`src/rtl/mem_arbiter.sv`:
```
// Round-robin arbiter sharing one synchronous byte-wide memory port between two masters,
// with per-master lock for multi-byte sequences and a hold limit under contention.
module mem_arbiter #(
   parameter int AW       = 16,
   parameter int DW       = 8,
   parameter int MAX_HOLD = 8
) (
   input  logic          clk,
   input  logic          rst,
   input  logic          i_m0_req,
   input  logic          i_m0_lock,
   input  logic [AW-1:0] i_m0_addr,
   input  logic [DW-1:0] i_m0_wdata,
   input  logic          i_m0_we,
   output logic          o_m0_gnt,
   output logic          o_m0_rvalid,
   output logic [DW-1:0] o_m0_rdata,
   input  logic          i_m1_req,
   input  logic          i_m1_lock,
   input  logic [AW-1:0] i_m1_addr,
   input  logic [DW-1:0] i_m1_wdata,
   input  logic          i_m1_we,
   output logic          o_m1_gnt,
   output logic          o_m1_rvalid,
   output logic [DW-1:0] o_m1_rdata,
   output logic [AW-1:0] o_mem_addr,
   output logic [DW-1:0] o_mem_wdata,
   output logic          o_mem_we,
   input  logic [DW-1:0] i_mem_rdata
);

   localparam int HW = (MAX_HOLD > 2) ? $clog2(MAX_HOLD) : 1;
   localparam logic [HW-1:0] HOLD_TOP = HW'(MAX_HOLD - 1);

   typedef enum logic [1:0] {IDLE, OWN0, OWN1} state_t;

   state_t        r_state, w_next;
   logic          r_last, w_last_next;
   logic [HW-1:0] r_hold, w_hold_next;
   logic          r_rv_pend, r_rv_src;
   logic [DW-1:0] r_m0_rdata, r_m1_rdata;

   logic          w_own, w_own_id, w_req_own, w_lock_own, w_req_oth, w_access, w_we_own;

   assign w_own      = (r_state != IDLE);
   assign w_own_id   = (r_state == OWN1);
   assign w_req_own  = w_own_id ? i_m1_req  : i_m0_req;
   assign w_lock_own = w_own_id ? i_m1_lock : i_m0_lock;
   assign w_we_own   = w_own_id ? i_m1_we   : i_m0_we;
   assign w_req_oth  = w_own_id ? i_m0_req  : i_m1_req;
   assign w_access   = w_own && w_req_own;

   assign o_m0_gnt = (r_state == OWN0);
   assign o_m1_gnt = (r_state == OWN1);

   // Memory port is driven only during an access cycle; zeros otherwise.
   always_comb begin
      o_mem_addr  = '0;
      o_mem_wdata = '0;
      o_mem_we    = 1'b0;
      if (w_access) begin
         o_mem_addr  = w_own_id ? i_m1_addr  : i_m0_addr;
         o_mem_wdata = w_own_id ? i_m1_wdata : i_m0_wdata;
         o_mem_we    = w_we_own;
      end
   end

   always_comb begin
      w_next      = r_state;
      w_last_next = r_last;
      w_hold_next = r_hold;
      case (r_state)
         IDLE: begin
            if (i_m0_req && (!i_m1_req || r_last))
               w_next = OWN0;
            else if (i_m1_req)
               w_next = OWN1;
         end
         default: begin
            if (w_req_oth && (r_hold != HOLD_TOP))
               w_hold_next = r_hold + 1'b1;
            // A lock survives at the limit only while nobody else is waiting.
            if (!(w_lock_own && ((r_hold != HOLD_TOP) || !w_req_oth))) begin
               w_last_next = w_own_id;
               if (w_req_oth)
                  w_next = w_own_id ? OWN0 : OWN1;
               else
                  w_next = IDLE;
            end
         end
      endcase
      if (w_next != r_state)
         w_hold_next = '0;
   end

   always_ff @(posedge clk or posedge rst) begin
      if (rst) begin
         r_state   <= IDLE;
         r_last    <= 1'b1;
         r_hold    <= '0;
         r_rv_pend <= 1'b0;
         r_rv_src  <= 1'b0;
      end else begin
         r_state   <= w_next;
         r_last    <= w_last_next;
         r_hold    <= w_hold_next;
         r_rv_pend <= w_access && !w_we_own;
         r_rv_src  <= w_own_id;
      end
   end

   // Read return stage: memory data arrives the cycle after the access.
   assign o_m0_rvalid = r_rv_pend && !r_rv_src;
   assign o_m1_rvalid = r_rv_pend &&  r_rv_src;
   assign o_m0_rdata  = o_m0_rvalid ? i_mem_rdata : r_m0_rdata;
   assign o_m1_rdata  = o_m1_rvalid ? i_mem_rdata : r_m1_rdata;

   always_ff @(posedge clk or posedge rst) begin
      if (rst) begin
         r_m0_rdata <= '0;
         r_m1_rdata <= '0;
      end else begin
         if (o_m0_rvalid) r_m0_rdata <= i_mem_rdata;
         if (o_m1_rvalid) r_m1_rdata <= i_mem_rdata;
      end
   end

endmodule

```
`config.mk`:
```
export PLATFORM = sky130hd
export DESIGN_NAME = mem_arbiter
export DESIGN_NICKNAME = d
export VERILOG_FILES = /design/src/rtl/mem_arbiter.sv
export SDC_FILE = /design/constraint.sdc
export NUM_CORES = 1
export LEC_CHECK = 0
export BUFFER_PORTS_ARGS = -buffer_cell sky130_fd_sc_hd__buf_4
export CAP_MARGIN = 20
export CORE_ASPECT_RATIO = 2
export CORE_UTILIZATION = 34
export DETAILED_ROUTE_END_ITERATION = 8
export GPL_TIMING_DRIVEN = 1
export PLACE_DENSITY = 0.81
export SLEW_MARGIN = 25
export SYNTH_ARGS = -nofsm -noshare
export SYNTH_HDL_FRONTEND = slang
export SYNTH_SLANG_ARGS = --single-unit
export TNS_END_PERCENT = 10
```
`constraint.sdc`:
```
create_clock -name clk -period 1.39 [get_ports clk]
set_input_delay 0 -clock clk [delete_from_list [all_inputs] [get_ports clk]]
set_output_delay 0 -clock clk [all_outputs]
set_load 0.01 [all_outputs]
```
==> results by group, run 1 <==
Finish
  – Filler cell count: 339
  – Commonest non-fill, non-tap cells in the layout: buf_4, nand2_1, dfrtp_1
  – Fin nets: 363
  – Layout cell share with drive strength beyond 1: 57.8%
  – Ant diodes: 0
  – Area added between synthesis and finish: 82.7%
  – Util after Layout: 65.7%
  – FF+latch area: 602 um^2
  – Area of the multi-input gates: 952 um^2
  – Commonest non-fill, non-tap cell in the layout: buf_4
  – Finished Layout Cells: 348

Timing
  – Hold_ws: 0.00438 ns
  – # setup viols final: 27
  – TNS Setup: -0.697 ns
  – Final worst slack: -0.0524 ns
  – Fin crit share: 104%
  – RSZ-0062 raised after global routing: yes
  – Tmin final: 1.44 ns
  – Worst Skew: 0.00326 ns
  – Worst Tran Pin Value: 0.299 ns
  – Fmax: 0.693 GHz
  – Final hold vios: 0
  – Fin. max-slew vios: 0
  – Rel. slew slack: 80.0%

Logic synthesis
  – Mapped Cells: 173
  – Cell Area, Synth: 1500 um^2
  – Yosys reg bits: 24
  – Post-synthesis net count: 239
  – Post-synthesis cell type count: 32
  – Async set or reset register ratio after synthesis: 100%
  – Prevailing post-synth register cell: dfrtp_1
  – EDFF count, synth: 0
  – Mapped Avg Cell Area: 8.67 um^2
  – Yosys warning count: 0
  – Post-synthesis sequential area ratio: 40.1%

Floorplan
  – Die Y-Extent: 95.9 um
  – I/O pin cnt: 109
  – Cell row count: 33
  – Initial Util: 36.0%
  – Die Area: 4700 um^2
  – Core Footprint: 4170 um^2
  – Die width: 49.0 um

Setup path
  – Worst Reg-to-Reg Cells: 6
  – Kind of critical path: register to output port
  – Nature of the critical path endpoint: output port
  – Max FO, Critical Path: 6
  – CP required: 1.39 ns
  – Reg2Reg Setup Slack: -0.05 ns
  – Worst Path Arrival: 1.44 ns
  – Startpoint Class: register

Clocking
  – Clk buf depth: 2
  – TritonCTS Buffers: 3
  – Worst-path clk slew: 0.08 ns
  – CTS Root Cell: clkbuf_8
  – Skew-Pair Late Insertion Delay: 0.25 ns
  – CTS sink cnt: 24
  – CTS tree: built
  – H-tree depth: 1

Outcome
  – Failing checks: negative setup slack
  – Outcome: complete, but fails checks

Drt
  – Avg WL per Cell: 14.3 um
  – Remaining DRCs: 0
  – Via count: 1736
  – Final antenna-violating net count: 0
  – Pre-antenna DRT Iters: 5
  – Vias per cell: 4.99
  – Initial DRC Count: 20
  – Routed WL: 4.98 mm

Run
  – Max-cap violations: 0

Global routing
  – M2 GR Usage: 44.9%
  – First-pass GRT wire length: 7.30 mm
  – Grt met3 use: 2.05%
  – Vias in the first global route: 1612
  – Total GRT Usage: 20.5%
  – Total congestion overflow: 0
  – Grt met1 use: 18.4%
  – Antenna violations before repair: 0
  – Most used routing layer: met2
  – Pin count of the biggest net entering global routing: 25

Place
  – Gpl congestion: 0.788
  – IO Port Bufs: 108
  – Cell total after placement: 329
  – HPWL after detailed placement: 3.44 mm

Pwr
  – Design Power: 5.08 mW
  – Leakage dissipation: 1.37 nW
  – Peak supply drop: 1.05 mV
  – Power Density: 1850 nW/um^2

Hold path
  – WHS Path Cells: 2
  – Hold/Removal Path Class: input port to register
kinds of logic after synthesis:
| kind of cell | after synthesis | synth area share (%) |
|---|---|---|
| buf+inv | 16 | 6.84 |
| compound gates | 41 | 17.3 |
| simple gates | 73 | 21.4 |
| mux | 17 | 12.7 |
| fa+ha+maj | 2 | 1.67 |
| flops | 24 | 40.1 |
state kept, by name (all words and copies together) (netlist names):
| signal | count |
|---|---|
| r_hold | 3 |
| r_last | 1 |
| r_m0_rdata | 8 |
| r_m1_rdata | 8 |
| r_rv_pend | 1 |
| r_rv_src | 1 |
| r_state | 2 |
worst paths after layout:
check | endpoint | start
worst max-delay path | o_mem_wdata[4] | r_state[1]$_DFF_PP0_
worst min register to register | r_m1_rdata[6]$_DFF_PP0_ | r_m1_rdata[6]$_DFF_PP0_
min in group asynchronous | r_hold[0]$_DFFE_PP0P_ | rst
max in group asynchronous | r_last$_DFFE_PP1P_ | rst
worst max register to register | r_hold[0]$_DFFE_PP0P_ | r_hold[0]$_DFFE_PP0P_
worst min-delay path | r_m1_rdata[3]$_DFF_PP0_ | i_mem_rdata[3]
cell usage after synthesis, types with 2 or more instances:
cell,count,area share (%)
o21ai_0,2,0.67
dfrtp_1,23,38
buf_4,3,1.5
buf_2,5,1.7
ha_1,2,1.7
inv_1,4,1.0
a21o_1,2,1.0
a21oi_1,26,8.7
nand2b_1,2,0.83
mux2_2,16,12
nor2b_1,2,0.83
and3b_1,2,1.2
nand3_1,4,1.3
a22oi_1,3,1.5
buf_6,3,2.3
nand2_1,54,14
nor2_1,5,1.3
power breakdown:
part / leakage [nW] / switching (mW) / total [mW] / internal [mW]
Combinational: 1.06 / 1.69 / 3.53 / 1.84
Clock: 0.0228 / 0.193 / 0.397 / 0.204
Sequential: 0.289 / 0.131 / 1.15 / 1.02
Total: 1.37 / 2.01 / 5.08 / 3.07
worst max-delay path, cell delays in order (launching register included):
cell and delay (ns):
dfrtp_1 0.42, nand2b_4 0.12, clkinv_8 0.09, a22oi_2 0.19, buf_4 0.18, a21oi_1 0.04
buf_4 0.14
routing by layer:
| layer | part of all wire (%) | wire [um] | vias up |
|---|---|---|---|
| met5 | 0 | 0 | - |
| met4 | 1.0 | 52 | 0 |
| met3 | 4.7 | 233 | 8 |
| met2 | 61 | 3060 | 82 |
| met1 | 33 | 1640 | 808 |
| li1 | - | - | 838 |
per-stage QoR:
stage | setup WS, ns | instance area [um^2]
3_3_place_gp | -0.0330 | 2390
3_5_place_dp | -0.0902 | 2390
5_1_grt | -0.150 | 2740
4_1_cts | -0.0781 | 2660
2_1_floorplan | 0.00356 | 1530
6_report | -0.0524 | 2740
cell type report:
type,instances,share of cell area [%]
well taps,52,2.37
clock buffers,4,1.64
repair buffers,129,38.2
multi-input cells,134,34.7
flip-flops and latches,24,22.0
inverters,5,1.14
timing repair:
item / in CTS / in global routing
hold buffers: 3 / 2
pin swaps: 6 / 2
gates cloned: 3 / 0
resized for setup: 17 / 17
setup buffers: 5 / 3
endpoints found under the hold margin: 25 / 3
endpoints found under the setup margin: 46 / 46
(Power assumes the default switching activity.)
==> inputs of run 2 (changes only) <==
--- a/config.mk
+++ b/config.mk
@@ -16,4 +16,4 @@
 export SYNTH_ARGS = -nofsm -noshare
 export SYNTH_HDL_FRONTEND = slang
 export SYNTH_SLANG_ARGS = --single-unit
-export TNS_END_PERCENT = 10
+export TNS_END_PERCENT = 100
==> run 2 against run 1 <==
Against the previous run: the flow still finishes with violations (negative setup slack); clock skew down 0.0020 ns; worst hold slack better by 0.0050 ns; design area up 7.5%; die area unchanged; non-clock buffer count up 6; critical endpoint unchanged; largest cell class unchanged.
==> results by group, run 2 (synthesis gave the netlist of run 1 again) <==
Floorplan
  – Die Area: 4700 um^2
  – I/O pin cnt: 109
  – Core Footprint: 4170 um^2
  – Cell row count: 33
  – Initial Util: 36.0%
  – Die width: 49.0 um
  – Die Y-Extent: 95.9 um

Timing
  – Worst Tran Pin Value: 0.306 ns
  – Final worst slack: -0.0504 ns
  – Worst Skew: 0.00123 ns
  – Fin. max-slew vios: 0
  – # setup viols final: 30
  – RSZ-0062 raised after global routing: yes
  – Final hold vios: 0
  – Hold_ws: 0.00935 ns
  – Tmin final: 1.44 ns
  – Fin crit share: 104%
  – Fmax: 0.694 GHz
  – TNS Setup: -0.774 ns
  – Rel. slew slack: 79.6%

Clocking
  – CTS Root Cell: clkbuf_8
  – Worst-path clk slew: 0.08 ns
  – Clk buf depth: 2
  – CTS sink cnt: 24
  – CTS tree: built
  – TritonCTS Buffers: 3
  – Skew-Pair Late Insertion Delay: 0.25 ns
  – H-tree depth: 1

Place
  – Pre-CTS WS: -0.0902 ns
  – IO Port Bufs: 108
  – HPWL after detailed placement: 3.44 mm
  – Placed inst area: 2390 um^2
  – Cell total after placement: 329
  – Gpl congestion: 0.788

Finish
  – Commonest non-fill, non-tap cell in the layout: buf_4
  – Filler cell count: 313
  – Commonest non-fill, non-tap cells in the layout: buf_4, nand2_1, dfrtp_1
  – Fin nets: 371
  – Layout cell share with drive strength beyond 1: 60.9%
  – Post-Layout Inst Area: 2950 um^2
  – Area added between synthesis and finish: 96.5%
  – Largest regs: r_m0_rdata: 8 flops, r_m1_rdata: 8 flops, r_hold: 3 flops
  – FF+latch area: 604 um^2
  – Finished Layout Cells: 356
  – Ant diodes: 0
  – Util after Layout: 70.7%
  – Area of the multi-input gates: 1060 um^2

Setup path
  – Startpoint Class: register
  – Most used cell, CP: buf_4
  – CP cell instances: nand2b_4, clkinv_8, a22oi_2, buf_4, a21oi_1, buf_4
  – Max FO, Critical Path: 6
  – Setup crit start: r_state[1]$_DFF_PP0_
  – CP required: 1.39 ns
  – CP peak stage delay: 0.41 ns
  – Worst path bufs/invs: 3
  – Reg2reg end: r_hold[1]$_DFFE_PP0P_
  – FF-to-FF Start: r_hold[0]$_DFFE_PP0P_
  – Reg2Reg Setup Slack: -0.04 ns
  – Worst setup endpoint: o_mem_wdata[4]
  – Worst Reg-to-Reg Cells: 5
  – Worst Path Arrival: 1.44 ns
  – Crit path max-delay family: buffers and inverters
  – Crit. path cell count: 6
  – Kind of critical path: register to output port
  – Nature of the critical path endpoint: output port
  – Slowest CP cell: dfrtp_1

Drt
  – Via count: 1804
  – Remaining DRCs: 0
  – Initial DRC Count: 22
  – Pre-antenna DRT Iters: 4
  – Routed WL: 5.48 mm
  – Avg WL per Cell: 15.4 um
  – Vias per cell: 5.07
  – Final antenna-violating net count: 0

Pwr
  – Design Power: 5.66 mW
  – Leakage dissipation: 1.51 nW
  – Peak supply drop: 1.17 mV
  – Power Density: 1920 nW/um^2

Global routing
  – Total congestion overflow: 0
  – Pin count of the biggest net entering global routing: 25
  – Antenna violations before repair: 0
  – Total GRT Usage: 20.7%
  – First-pass GRT wire length: 7.38 mm
  – Vias in the first global route: 1642

Outcome
  – Failing checks: negative setup slack
  – Outcome: complete, but fails checks

Hold path
  – Hold/Removal Path Class: input port to register

Run
  – Max-cap violations: 0
-- run 2: worst min-delay path by stage --
stage	startpoint	endpoint	depth (start not counted)
final	i_mem_rdata[7]	r_m0_rdata[7]$_DFF_PP0_	2
after global routing	i_mem_rdata[3]	r_m1_rdata[3]$_DFF_PP0_	2
after CTS	i_mem_rdata[5]	r_m0_rdata[5]$_DFF_PP0_	2
after detailed placement	rst	r_hold[0]$_DFFE_PP0P_	3
after global placement	rst	r_hold[0]$_DFFE_PP0P_	3
after floorplan	rst	r_hold[0]$_DFFE_PP0P_	1
-- run 2: what timing repair did --
action,CTS,global route
buffers inserted,6,7
setup endpoints to repair,46,46
hold endpoints to repair,25,6
pin swaps,8,7
gates resized for setup,22,50
hold buffers,3,4
gates cloned,3,2
-- run 2: layer usage --
metal	vias up	part of all wire (%)	global-route usage, %
met5	-	0	0
met4	0	0.69	6.86
met3	4	4.6	2.05
met2	80	62	45.5
met1	860	33	18.4
li1	860	-	-
-- run 2: area by class of cell --
class                           count  area share [%]
Timing Repair Buffer              135            38.7
Sequential cell                    24            20.5
Inverter                            5            1.06
Tap cell                           52            2.21
Clock buffer                        4            1.53
Multi-Input combinational cell    136            36.0
-- run 2: power by group --
group / internal (mW) / switching [mW]
Clock: 0.204 / 0.194
Combinational: 2.22 / 1.83
Sequential: 1.03 / 0.182
Total: 3.45 / 2.21
